--- config.mk ---
export PLATFORM = sky130hd
export DESIGN_NAME = vm_multi_slot
export DESIGN_NICKNAME = d
export VERILOG_FILES = /design/src/rtl/vm_multi_slot.sv
export SDC_FILE = /design/constraint.sdc
export NUM_CORES = 1
export LEC_CHECK = 0
export CAP_MARGIN = 0
export CORE_MARGIN = 4
export CORE_UTILIZATION = 42
export DETAILED_ROUTE_END_ITERATION = 8
export GPL_TIMING_DRIVEN = 0
export PLACE_DENSITY = 0.74
export SETUP_SLACK_MARGIN = 0.1
export SYNTH_ARGS = -nofsm -noshare
export SYNTH_HDL_FRONTEND = slang
export SYNTH_SLANG_ARGS = --single-unit
export TNS_END_PERCENT = 30
--- constraint.sdc ---
create_clock -name clk -period 4.6 [get_ports clk]
set_input_delay 0.92 -clock clk [delete_from_list [all_inputs] [get_ports clk]]
set_output_delay 0.92 -clock clk [all_outputs]
set_load 0.01 [all_outputs]
--- src/rtl/vm_multi_slot.sv ---
// Multi-slot vending controller: per-slot prices and stock, credit accumulation,
// cancel/refund, change return after each vend, and a saturating restock port.
module vm_multi_slot #(
  parameter int NUM_SLOTS  = 8,
  parameter int SEL_W      = 3,
  parameter int CREDIT_W   = 8,
  parameter int STOCK_W    = 4,
  parameter int INIT_STOCK = 5,
  parameter logic [NUM_SLOTS*CREDIT_W-1:0] PRICES =
    {8'd40, 8'd35, 8'd30, 8'd25, 8'd20, 8'd15, 8'd10, 8'd5},
  parameter int MAX_CREDIT = 100
) (
  input  logic                 clk,
  input  logic                 reset,
  input  logic                 coin_valid,
  input  logic [3:0]           coin_input,
  input  logic                 select_valid,
  input  logic [SEL_W-1:0]     product_input,
  input  logic                 cancel,
  input  logic                 restock,
  input  logic [SEL_W-1:0]     restock_slot,
  input  logic [STOCK_W-1:0]   restock_qty,
  output logic [CREDIT_W-1:0]  credit,
  output logic                 vend_valid,
  output logic [NUM_SLOTS-1:0] led_output,
  output logic                 change_valid,
  output logic [CREDIT_W-1:0]  change_return,
  output logic                 coin_reject,
  output logic                 sold_out,
  output logic                 insufficient,
  output logic [NUM_SLOTS-1:0] inventory,
  output logic                 inventory_empty
);

  typedef enum logic [1:0] {IDLE, VEND, CHANGE} state_t;

  localparam logic [STOCK_W-1:0]  STOCK_MAX  = '1;
  localparam logic [STOCK_W-1:0]  STOCK_INIT = STOCK_W'(INIT_STOCK);
  localparam logic [CREDIT_W:0]   CREDIT_CAP = (CREDIT_W+1)'(MAX_CREDIT);

  function automatic logic [CREDIT_W-1:0] price_of(input logic [SEL_W-1:0] idx);
    price_of = '0;
    for (int i = 0; i < NUM_SLOTS; i++)
      if (idx == SEL_W'(i)) price_of = PRICES[i*CREDIT_W +: CREDIT_W];
  endfunction

  function automatic logic [STOCK_W-1:0] sat_stock(input logic [STOCK_W:0] v);
    sat_stock = (v > {1'b0, STOCK_MAX}) ? STOCK_MAX : v[STOCK_W-1:0];
  endfunction

  state_t              state;
  logic [STOCK_W-1:0]  stock      [NUM_SLOTS];
  logic [STOCK_W-1:0]  stock_next [NUM_SLOTS];
  logic [STOCK_W-1:0]  sel_stock;
  logic [CREDIT_W-1:0] sel_price;
  logic [CREDIT_W:0]   coin_sum;
  logic [NUM_SLOTS-1:0] inv_now;
  logic                coin_evt;
  logic                sel_ok;
  logic                restock_ok;
  logic                idle;
  logic                coin_accept;
  logic                vend_go;

  assign idle       = (state == IDLE);
  assign coin_evt   = coin_valid && (coin_input != 4'd0);
  assign sel_ok     = ({{(32-SEL_W){1'b0}}, product_input} < 32'(NUM_SLOTS));
  assign restock_ok = ({{(32-SEL_W){1'b0}}, restock_slot} < 32'(NUM_SLOTS));
  assign sel_price  = price_of(product_input);
  // Sum is one bit wider than credit so an over-ceiling coin can never wrap.
  assign coin_sum   = {1'b0, credit} + (CREDIT_W+1)'(coin_input);

  // A coin only counts when it is the sole request in IDLE and stays under the ceiling.
  assign coin_accept = idle && !cancel && !select_valid && coin_evt &&
                       (coin_sum <= CREDIT_CAP);
  assign vend_go     = idle && !cancel && select_valid && sel_ok &&
                       (sel_stock != '0) && (credit >= sel_price);

  always_comb begin
    sel_stock = '0;
    for (int i = 0; i < NUM_SLOTS; i++)
      if (product_input == SEL_W'(i)) sel_stock = stock[i];
  end

  // Vend decrement and restock may hit the same slot; both apply before saturation.
  always_comb begin
    for (int i = 0; i < NUM_SLOTS; i++) begin
      stock_next[i] = sat_stock({1'b0, stock[i]}
        - {{STOCK_W{1'b0}}, (vend_go && product_input == SEL_W'(i))}
        + {1'b0, ((restock && restock_ok && restock_slot == SEL_W'(i))
                  ? restock_qty : {STOCK_W{1'b0}})});
      inv_now[i] = (stock[i] != '0);
    end
  end

  always_ff @(posedge clk) begin
    if (reset) begin
      state           <= IDLE;
      credit          <= '0;
      vend_valid      <= 1'b0;
      led_output      <= '0;
      change_valid    <= 1'b0;
      change_return   <= '0;
      coin_reject     <= 1'b0;
      sold_out        <= 1'b0;
      insufficient    <= 1'b0;
      inventory       <= {NUM_SLOTS{INIT_STOCK != 0}};
      inventory_empty <= (INIT_STOCK == 0);
      for (int i = 0; i < NUM_SLOTS; i++) stock[i] <= STOCK_INIT;
    end else begin
      vend_valid      <= 1'b0;
      led_output      <= '0;
      change_valid    <= 1'b0;
      change_return   <= '0;
      sold_out        <= 1'b0;
      insufficient    <= 1'b0;
      coin_reject     <= coin_evt && !coin_accept;
      stock           <= stock_next;
      inventory       <= inv_now;
      inventory_empty <= ~|inv_now;

      case (state)
        IDLE: begin
          if (cancel) begin
            if (credit != '0) begin
              change_valid  <= 1'b1;
              change_return <= credit;
            end
            credit <= '0;
          end else if (select_valid) begin
            if (sel_ok) begin
              if (sel_stock == '0) begin
                sold_out <= 1'b1;
              end else if (credit < sel_price) begin
                insufficient <= 1'b1;
              end else begin
                state      <= VEND;
                vend_valid <= 1'b1;
                led_output <= NUM_SLOTS'(1) << product_input;
                credit     <= credit - sel_price;
              end
            end
          end else if (coin_accept) begin
            credit <= coin_sum[CREDIT_W-1:0];
          end
        end
        // Change is registered on leaving VEND so it appears the cycle after the dispense pulse.
        VEND: begin
          state <= CHANGE;
          if (credit != '0) begin
            change_valid  <= 1'b1;
            change_return <= credit;
          end
          credit <= '0;
        end
        CHANGE: state <= IDLE;
        default: state <= IDLE;
      endcase
    end
  end

endmodule

# After elaboration in Yosys (flattened, before gate mapping)
# Index checks and enable logic that the tools add are counted.
# word_totals
regBits	72
input_bits	20
out_inout_bits	38
elab_cells	192
# op_classes
add_sub_neg	18
n_lt_le_gt_ge	11
n_eq_ne	22
n_shift	1
mux	52
bitwise	2
n_reduce_logical	59
# ops
op	n
$mux 4	26
$mux 8	7
$add 5x4->5	8
$gt 5x4->1 const B	8
$reduce_bool 4->1	10
$sub 4x1->5	8
$pmux 8 s2	2
$logic_and 1x1->1	25
$eq 3x3->1 const B	8
$reduce_or 2->1	8
$mux 5	3
$eq 3x2->1 const B	4
$mux 6	2
$add 8x4->9	1
$le 9x7->1 const B	1
$ge 8x8->1	1
$lt 8x6->1	1
$mux 2	4
$ne 2x2->1 const B	4
$ne 4x4->1 const B	2
$reduce_and 4->1	2
$reduce_bool 8->1	1
$reduce_or 8->1	1
$shl 1x3->8 const A	1
other kinds (17)	27

# Logic depth before layout (Yosys ltp)
# Gate-level depths: netlist of the first run.
# depth
ltp_word	17
ltp_mapped	19
ltp_nobuf	18

# Least setup slack after synthesis of the first run
# Ideal clock, no wire load.
# synth_path
path_kind	input to register
startpoint	in product_input[0]
endpoint	reg stock[14] (netlist bit)
setup_ns	0.127
arrival_time_ns	4.795
t_required_ns	4.473
slack_ns	-0.322
path_stages	18
n_path_buf	1
path_cell_list	buf_4 inv_2 or3_1 a21boi_0 ha_1 o21ai_0 o21bai_1 a2111o_1 o2111ai_1 nor2_1 ha_1 inv_1 ha_1 fa_1 a21o_1 a21oi_1 xnor2_1 or3_1
# synth_via
elab_chain_len	17
word_cells_on_any_way	33
classes_between	add/sub: 2; order compare: 2; eq/ne: 7; mux: 16; reduce/logical: 6
# synth_lines
item	line_no	text
start, declared	18	input logic [SEL_W-1:0] product_input,
parallel branches: the longest is 12 deep, another holds $ge 8x8->1	--	
$logic_and 1x1->1 (*)	89	- {{STOCK_W{1'b0}}, (vend_go && product_input == SEL_W'(i))}
$sub 4x1->5 (*)	89	
$add 5x4->5 (*)	90	+ {1'b0, ((restock && restock_ok && restock_slot == SEL_W'(i))
$gt 5x4->1	48	sat_stock = (v > {1'b0, STOCK_MAX}) ? STOCK_MAX : v[STOCK_W-1:0];
$reduce_or 2->1 (no line)	--	
end signal, assigned	118	stock <= stock_next;
end, declared	52	logic [STOCK_W-1:0] stock [NUM_SLOTS];
# Mark *: on every way between the ends.
# A chain may end at the register's enable or synchronous reset.

# Final worst setup path of the first run
# layout_path
startpoint	in product_input[0]
endpoint	reg stock[20] (netlist bit)
# Same word-level chain as after synthesis.

==> results of run 1 <==
what timing repair did:
item                                    in CTS  in global routing
pin swaps                                    8                 10
buffers inserted                             5                  7
gates cloned                                 0                  0
resized for setup                           25                  5
endpoints found under the setup margin      32                 25
flip-flops by register name (all words and copies together), names as in the netlist, 2 cells and up:
name           flops
inventory          8
stock             32
state              2
credit             8
change_return      8
led_output         8
metal layers:
layer / vias to the layer above / GRT usage / routed length, um / share of wire
met5: - / 0 / 0 / 0
met4: 0 / 0.0503 / 194 / 0.016
met3: 19 / 0.0492 / 779 / 0.062
met2: 126 / 0.335 / 6200 / 0.50
met1: 2013 / 0.223 / 5320 / 0.43
li1: 2130 / - / - / -
cells by family after synthesis:
| family | after synthesis | synth area share |
|---|---|---|
| buffers and inverters | 108 | 0.0846 |
| and+or+nand+nor | 208 | 0.202 |
| xor gates and xnor gates | 32 | 0.0569 |
| DFF | 72 | 0.293 |
| muxes | 7 | 0.0203 |
| adders and majority gates | 84 | 0.229 |
| AOI/OAI and AO/OA | 84 | 0.115 |
Yosys cell counts, types with 4 or more instances:
| cell type | instances |
|---|---|
| nand2b_1 | 18 |
| xor2_1 | 8 |
| a21oi_1 | 27 |
| or3_1 | 19 |
| nand3_1 | 11 |
| buf_1 | 5 |
| a211oi_1 | 5 |
| nor4_1 | 13 |
| inv_1 | 88 |
| o21ai_0 | 8 |
| nand4_1 | 4 |
| fa_1 | 10 |
| ha_1 | 74 |
| nor2_1 | 65 |
| clkbuf_1 | 12 |
| dfxtp_1 | 72 |
| a21o_1 | 20 |
| nand2_1 | 48 |
| nor2b_1 | 6 |
| nor3_1 | 13 |
| xnor2_1 | 24 |
| and2_1 | 7 |
metrics by stage:
step | hold slack, ns | instance area, um^2 | utilization
after floorplan | 0.445 | 5050 | -
after global placement | 0.476 | 5740 | 0.500
after detailed placement | 0.480 | 5740 | 0.500
after CTS | 0.492 | 6180 | 0.539
after global routing | 0.533 | 6250 | 0.545
final | 0.486 | 6250 | 0.545
final timing paths:
path / start / end / slack, ns / depth (start not counted)
worst max register to register: credit[0]$_SDFFE_PP0P_ / stock[20]$_SDFF_PP1_ / 0.47 / 18
worst max-delay path: product_input[0] / stock[20]$_SDFF_PP1_ / 0.21 / 19
worst min-delay path: stock[22]$_SDFF_PP1_ / inventory[2]$_SDFF_PP1_ / 0.49 / 2
worst min register to register: stock[22]$_SDFF_PP1_ / inventory[2]$_SDFF_PP1_ / 0.49 / 2
cell type report:
class                           instances  area (um^2)  area share
Timing Repair Buffer                   63          606      0.0969
Tap cell                              143          179      0.0286
Sequential cell                        72         1440       0.231
Clock inverter                          4         73.8      0.0118
Clock buffer                           12          267      0.0426
Inverter                               89          342      0.0547
Buffer                                 19          103      0.0164
Multi-Input combinational cell        415         3240       0.518
worst max-delay path, cell delays in order:
cell and delay (ns):
buf_12 0.11, inv_6 0.05, or3_4 0.38, a21boi_2 0.18
ha_4 0.23, o21ai_1 0.08, o21bai_1 0.12, a2111o_1 0.43
o2111ai_4 0.22, buf_12 0.16, nor2_1 0.05, ha_1 0.27
inv_1 0.05, ha_2 0.19, fa_2 0.37, a21o_1 0.20
a21oi_2 0.14, xnor2_1 0.14, or3_1 0.32
power breakdown:
group	total [uW]	internal (uW)	switching (uW)
Clock	795	520	275
Combinational	1490	711	775
Sequential	795	732	63.2
Total	3080	1960	1110
==> flow_metrics.py, run 1 <==
metrics = {
    "global_route": {
        "grt_pass1_vias": 4323,
        "grt_pass1_wl_um": 20100,
        "grt_util_all_layers": 0.188,
        "antenna_found_initial": 0,
        "gr-total-overflow": 0,
        "grt_start_max_net_pins": 13,
    },
    "die": {
        "row_count": 39,
        "die_area_um2": 13500,
        "coreArea_um2": 11500,
        "start_util": 0.429,
        "io_pins": 58,
        "die_x_um": 116,
        "die_h_um": 116,
    },
    "timing": {
        "relSlewSlack": 0.450,
        "rsz0062_at_grt": "false",
        "fmax_ghz": 0.228,
        "finalCritPeriodShare": 0.954,
        "finClkSkew_ns": 0.00804,
        "fin_setup_tns_ns": 0,
        "min_period_ns": 4.39,
        "hold_viol": 0,
        "fin_ws_ns": 0.212,
        "drv_slew": 0,
        "max_slew.worst_pin.slew_ns": 0.818,
        "setup_viol": 0,
    },
    "layout": {
        "stdcell_count": 817,
        "n_antenna_cell": 0,
        "layout_commonest_cell": "inv_1",
        "fin_nets": 773,
        "drive_gt1_frac": 0.122,
        "synthToLayoutAreaGrowth_pct": 26.9,
        "fillers": 1015,
        "mostFrequentLayoutCells": "inv_1 (87), dfxtp_1 (72), ha_1 (64)",
    },
    "clocking": {
        "clkTransAtPathRegs_ns": 0.06,
        "holdBufCountCts": 0,
        "cts_buffers": 9,
        "cts_tree": "done",
        "clock_latency_ns": 0.34,
        "clk_path_buf_depth": 2,
        "root_buffer": "clkbuf_16",
        "cts_max_level": 3,
        "cts_sinks": 72,
    },
    "critical_path": {
        "critical_path_class": "in -> reg",
        "cp-start-kind": "input port",
        "cp-end-kind": "register",
        "critPathRequiredTime_ns": 4.82,
        "cp.arrival_ns": 4.60,
        "crit_fanout": 10,
    },
    "routing": {
        "drtPass1Iterations": 5,
        "drt_drc_violations_left": 0,
        "wl_per_cell_um": 15.3,
        "ant_nets": 0,
        "wirelength_um": 12500,
        "post_drt_via_cell_ratio": 5.25,
        "via_count": 4288,
        "drt_iter0_drc": 193,
    },
    "synth": {
        "synth_ff_type": "dfxtp_1",
        "synth-seq-cells": 72,
        "syn-num-nets": 699,
        "synth_area_um2": 4920,
        "postSynthAreaPerCell_um2": 8.28,
        "ys.warnings.count": 0,
        "synthCells": 595,
        "synth_edf_count": 0,
        "yosysSeqAreaShare": 0.293,
        "synth_area_leaders": "dfxtp_1 (29%), ha_1 (19%), inv_1 (6.7%)",
        "yosysTopAreaCellShare": 0.293,
        "synthArstFlopShare": 0,
        "ys_types": 50,
        "yosys.area.top_type": "dfxtp_1",
    },
    "run": {
        "cap_violations": 0,
    },
    "placement": {
        "placedCellCount": 789,
        "gp_congestion": 0.930,
        "dp_hpwl_um": 9620,
        "place_ws_ns": -1.01,
        "io_buffer_count": 51,
    },
    "run_status": {
        "status": "completed",
    },
    "hold_path": {
        "hp-class": "reg -> reg",
    },
    "power": {
        "power_density_nw_per_um2": 492,
        "p_leak_uw": 0.00277,
        "ir_drop_mv": 0.394,
        "power_uw": 3080,
    },
}
No activity file was read; power rests on OpenSTA's default activity.
==> inputs of run 2 (changes only) <==
Settings changed: CORE_UTILIZATION 42 to 45, HOLD_SLACK_MARGIN set to 0.12, PLACE_DENSITY 0.74 to 0.78, TNS_END_PERCENT 30 to not set.
==> run 2 against run 1 <==
Flip-flop and latch count unchanged; non-clock buffer count is 2 higher; critical path type unchanged; register-to-register slack is essentially flat; highest routed layer unchanged.
==> flow_metrics.py, run 2 (same netlist as run 1, synthesis figures left out) <==
metrics = {
    "run_status": {
        "status": "completed",
    },
    "clocking": {
        "clock_latency_ns": 0.36,
        "clkTransAtPathRegs_ns": 0.08,
        "holdBufCountCts": 0,
        "clk_path_buf_depth": 2,
        "root_buffer": "clkbuf_8",
        "cts_max_level": 3,
        "cts_buffers": 9,
        "cts_sinks": 72,
        "cts_tree": "done",
    },
    "routing": {
        "wirelength_um": 12500,
        "ant_nets": 0,
        "drt_iter0_drc": 172,
        "post_drt_via_cell_ratio": 5.32,
        "drt_drc_violations_left": 0,
        "via_count": 4323,
        "drtPass1Iterations": 4,
        "wl_per_cell_um": 15.4,
    },
    "power": {
        "intPower_uw": 1770,
        "ir_drop_mv": 0.355,
        "power_uw": 2930,
        "p_switching_uw": 1150,
        "seqPwrFrac": 0.272,
        "netSwitchingFraction": 0.394,
        "p_comb_frac": 0.548,
        "power_density_nw_per_um2": 475,
        "p_clk_frac": 0.179,
        "p_leak_uw": 0.00274,
    },
    "global_route": {
        "grt_util_all_layers": 0.199,
        "grt_pass1_vias": 4417,
        "gr-total-overflow": 0,
        "grt_pass1_wl_um": 20300,
        "grt_start_max_net_pins": 15,
        "antenna_found_initial": 0,
    },
    "layout": {
        "n_antenna_cell": 0,
        "fin_nets": 775,
        "drive_gt1_frac": 0.133,
        "mostFrequentLayoutCells": "inv_1 (87), dfxtp_1 (72), ha_1 (64)",
        "layout_commonest_cell": "inv_1",
        "top_register": "stock",
        "largest_reg_flops": 32,
        "fin_util": 0.586,
        "stdcell_area_um2": 6160,
        "synthToLayoutAreaGrowth_pct": 25.1,
    },
    "critical_path": {
        "cp-start-kind": "input port",
        "critical_path_class": "in -> reg",
        "crit_fanout": 8,
        "cp_num_buf_inv": 4,
        "crit_chain": "buf_4, inv_4, or3_4, a21boi_2, ha_4, o21ai_1, o21bai_1, a2111o_1, o2111ai_4, buf_12, nor2_2, ha_1, inv_1, ha_2, fa_2, a21o_1, a21oi_2, xnor2_2, or3_1",
        "critPathRequiredTime_ns": 4.84,
        "cpMaxStageDelayCell": "a2111o_1",
        "crit_family": "compound AO/OA/AOI/OAI gates",
        "cp.arrival_ns": 4.67,
        "cp-end-kind": "register",
        "slowest_delay_ns": 0.43,
    },
    "die": {
        "die_h_um": 113,
        "coreArea_um2": 10500,
        "io_pins": 58,
        "row_count": 37,
        "die_area_um2": 12700,
        "die_x_um": 113,
        "start_util": 0.469,
    },
    "timing": {
        "fmax_ghz": 0.226,
        "hold_viol": 0,
        "finalCritPeriodShare": 0.963,
        "relSlewSlack": 0.415,
        "max_slew.worst_pin.slew_ns": 0.869,
        "setup_viol": 0,
        "finClkSkew_ns": 0.0128,
        "min_period_ns": 4.43,
        "drv_slew": 0,
        "rsz0062_at_grt": "true",
    },
    "hold_path": {
        "hp-class": "reg -> reg",
    },
    "placement": {
        "gp_congestion": 0.929,
        "dp_hpwl_um": 9640,
        "post_dp_cell_area_um2": 5730,
        "io_buffer_count": 51,
    },
    "run": {
        "cap_violations": 0,
    },
}
-- run 2: cell count changes in the layout (fill, tap and decap cells not counted), sizes merged --
cell,previous run,this run
buf,21,23
bufinv,2,1
clkbuf,24,21
clkinv,1,4
inv,90,91
-- run 2: through the flow --
step	hold WS [ns]	instances	setup TNS (ns)	setup WS, ns
2_1_floorplan	0.445	595	0	0.0416
3_3_place_gp	0.509	782	-24.76	-0.878
3_5_place_dp	0.507	782	-27.82	-0.974
4_1_cts	0.529	801	0	0.112
5_1_grt	0.555	812	0	0.0814
6_report	0.530	812	0	0.169
-- run 2: per-layer routing --
metal / global-route usage / wire length (um) / up-vias
met4: 0.0809 / 331 / 0
met1: 0.225 / 5040 / 2011
li1: - / - / 2130
met3: 0.0453 / 790 / 31
met5: 0 / 0 / -
met2: 0.361 / 6380 / 151
-- run 2: worst paths after layout --
check	depth (start not counted)	start	slack (ns)	to
setup / recovery	19	product_input[1]	0.17	stock[22]$_SDFF_PP1_
hold / removal	2	stock[31]$_SDFF_PP0_	0.53	inventory[0]$_SDFF_PP1_
setup reg to reg	18	credit[0]$_SDFFE_PP0P_	0.48	stock[22]$_SDFF_PP1_
hold reg to reg	2	stock[31]$_SDFF_PP0_	0.53	inventory[0]$_SDFF_PP1_
-- run 2: tightest hold or removal path: cells and delay by family, from the launching register on --
family	cells	cell delay (ns)
AND/OR/NAND/NOR	2	0.16
flip-flops	1	0.34
-- run 2: final cells by class --
cell class / instances / area (um^2)
plain buffers: 19 / 103
clock buffers: 9 / 124
clock inverters: 7 / 78.8
fillers: 916 / 4350
inverters: 89 / 339
multi-input cells: 415 / 3280
flip-flops and latches: 72 / 1440
well taps: 136 / 170
repair buffers: 65 / 621
-- run 2: what timing repair did --
item | 4_1_cts | 5_1_grt
cloned | 0 | 0
setup buffers | 3 | 11
pin swaps | 7 | 33
resized for setup | 23 | 11
endpoints found under the setup margin | 32 | 22
-- run 2: power by group through the flow --
stage / Clock [uW] / Sequential, uW / Combinational [uW]
after global routing: 555 / 810 / 1790
final: 525 / 796 / 1610
after detailed placement: 0 / 809 / 1400
after CTS: 532 / 796 / 1430
after global placement: 0 / 804 / 1300
after floorplan: 0 / 794 / 1100
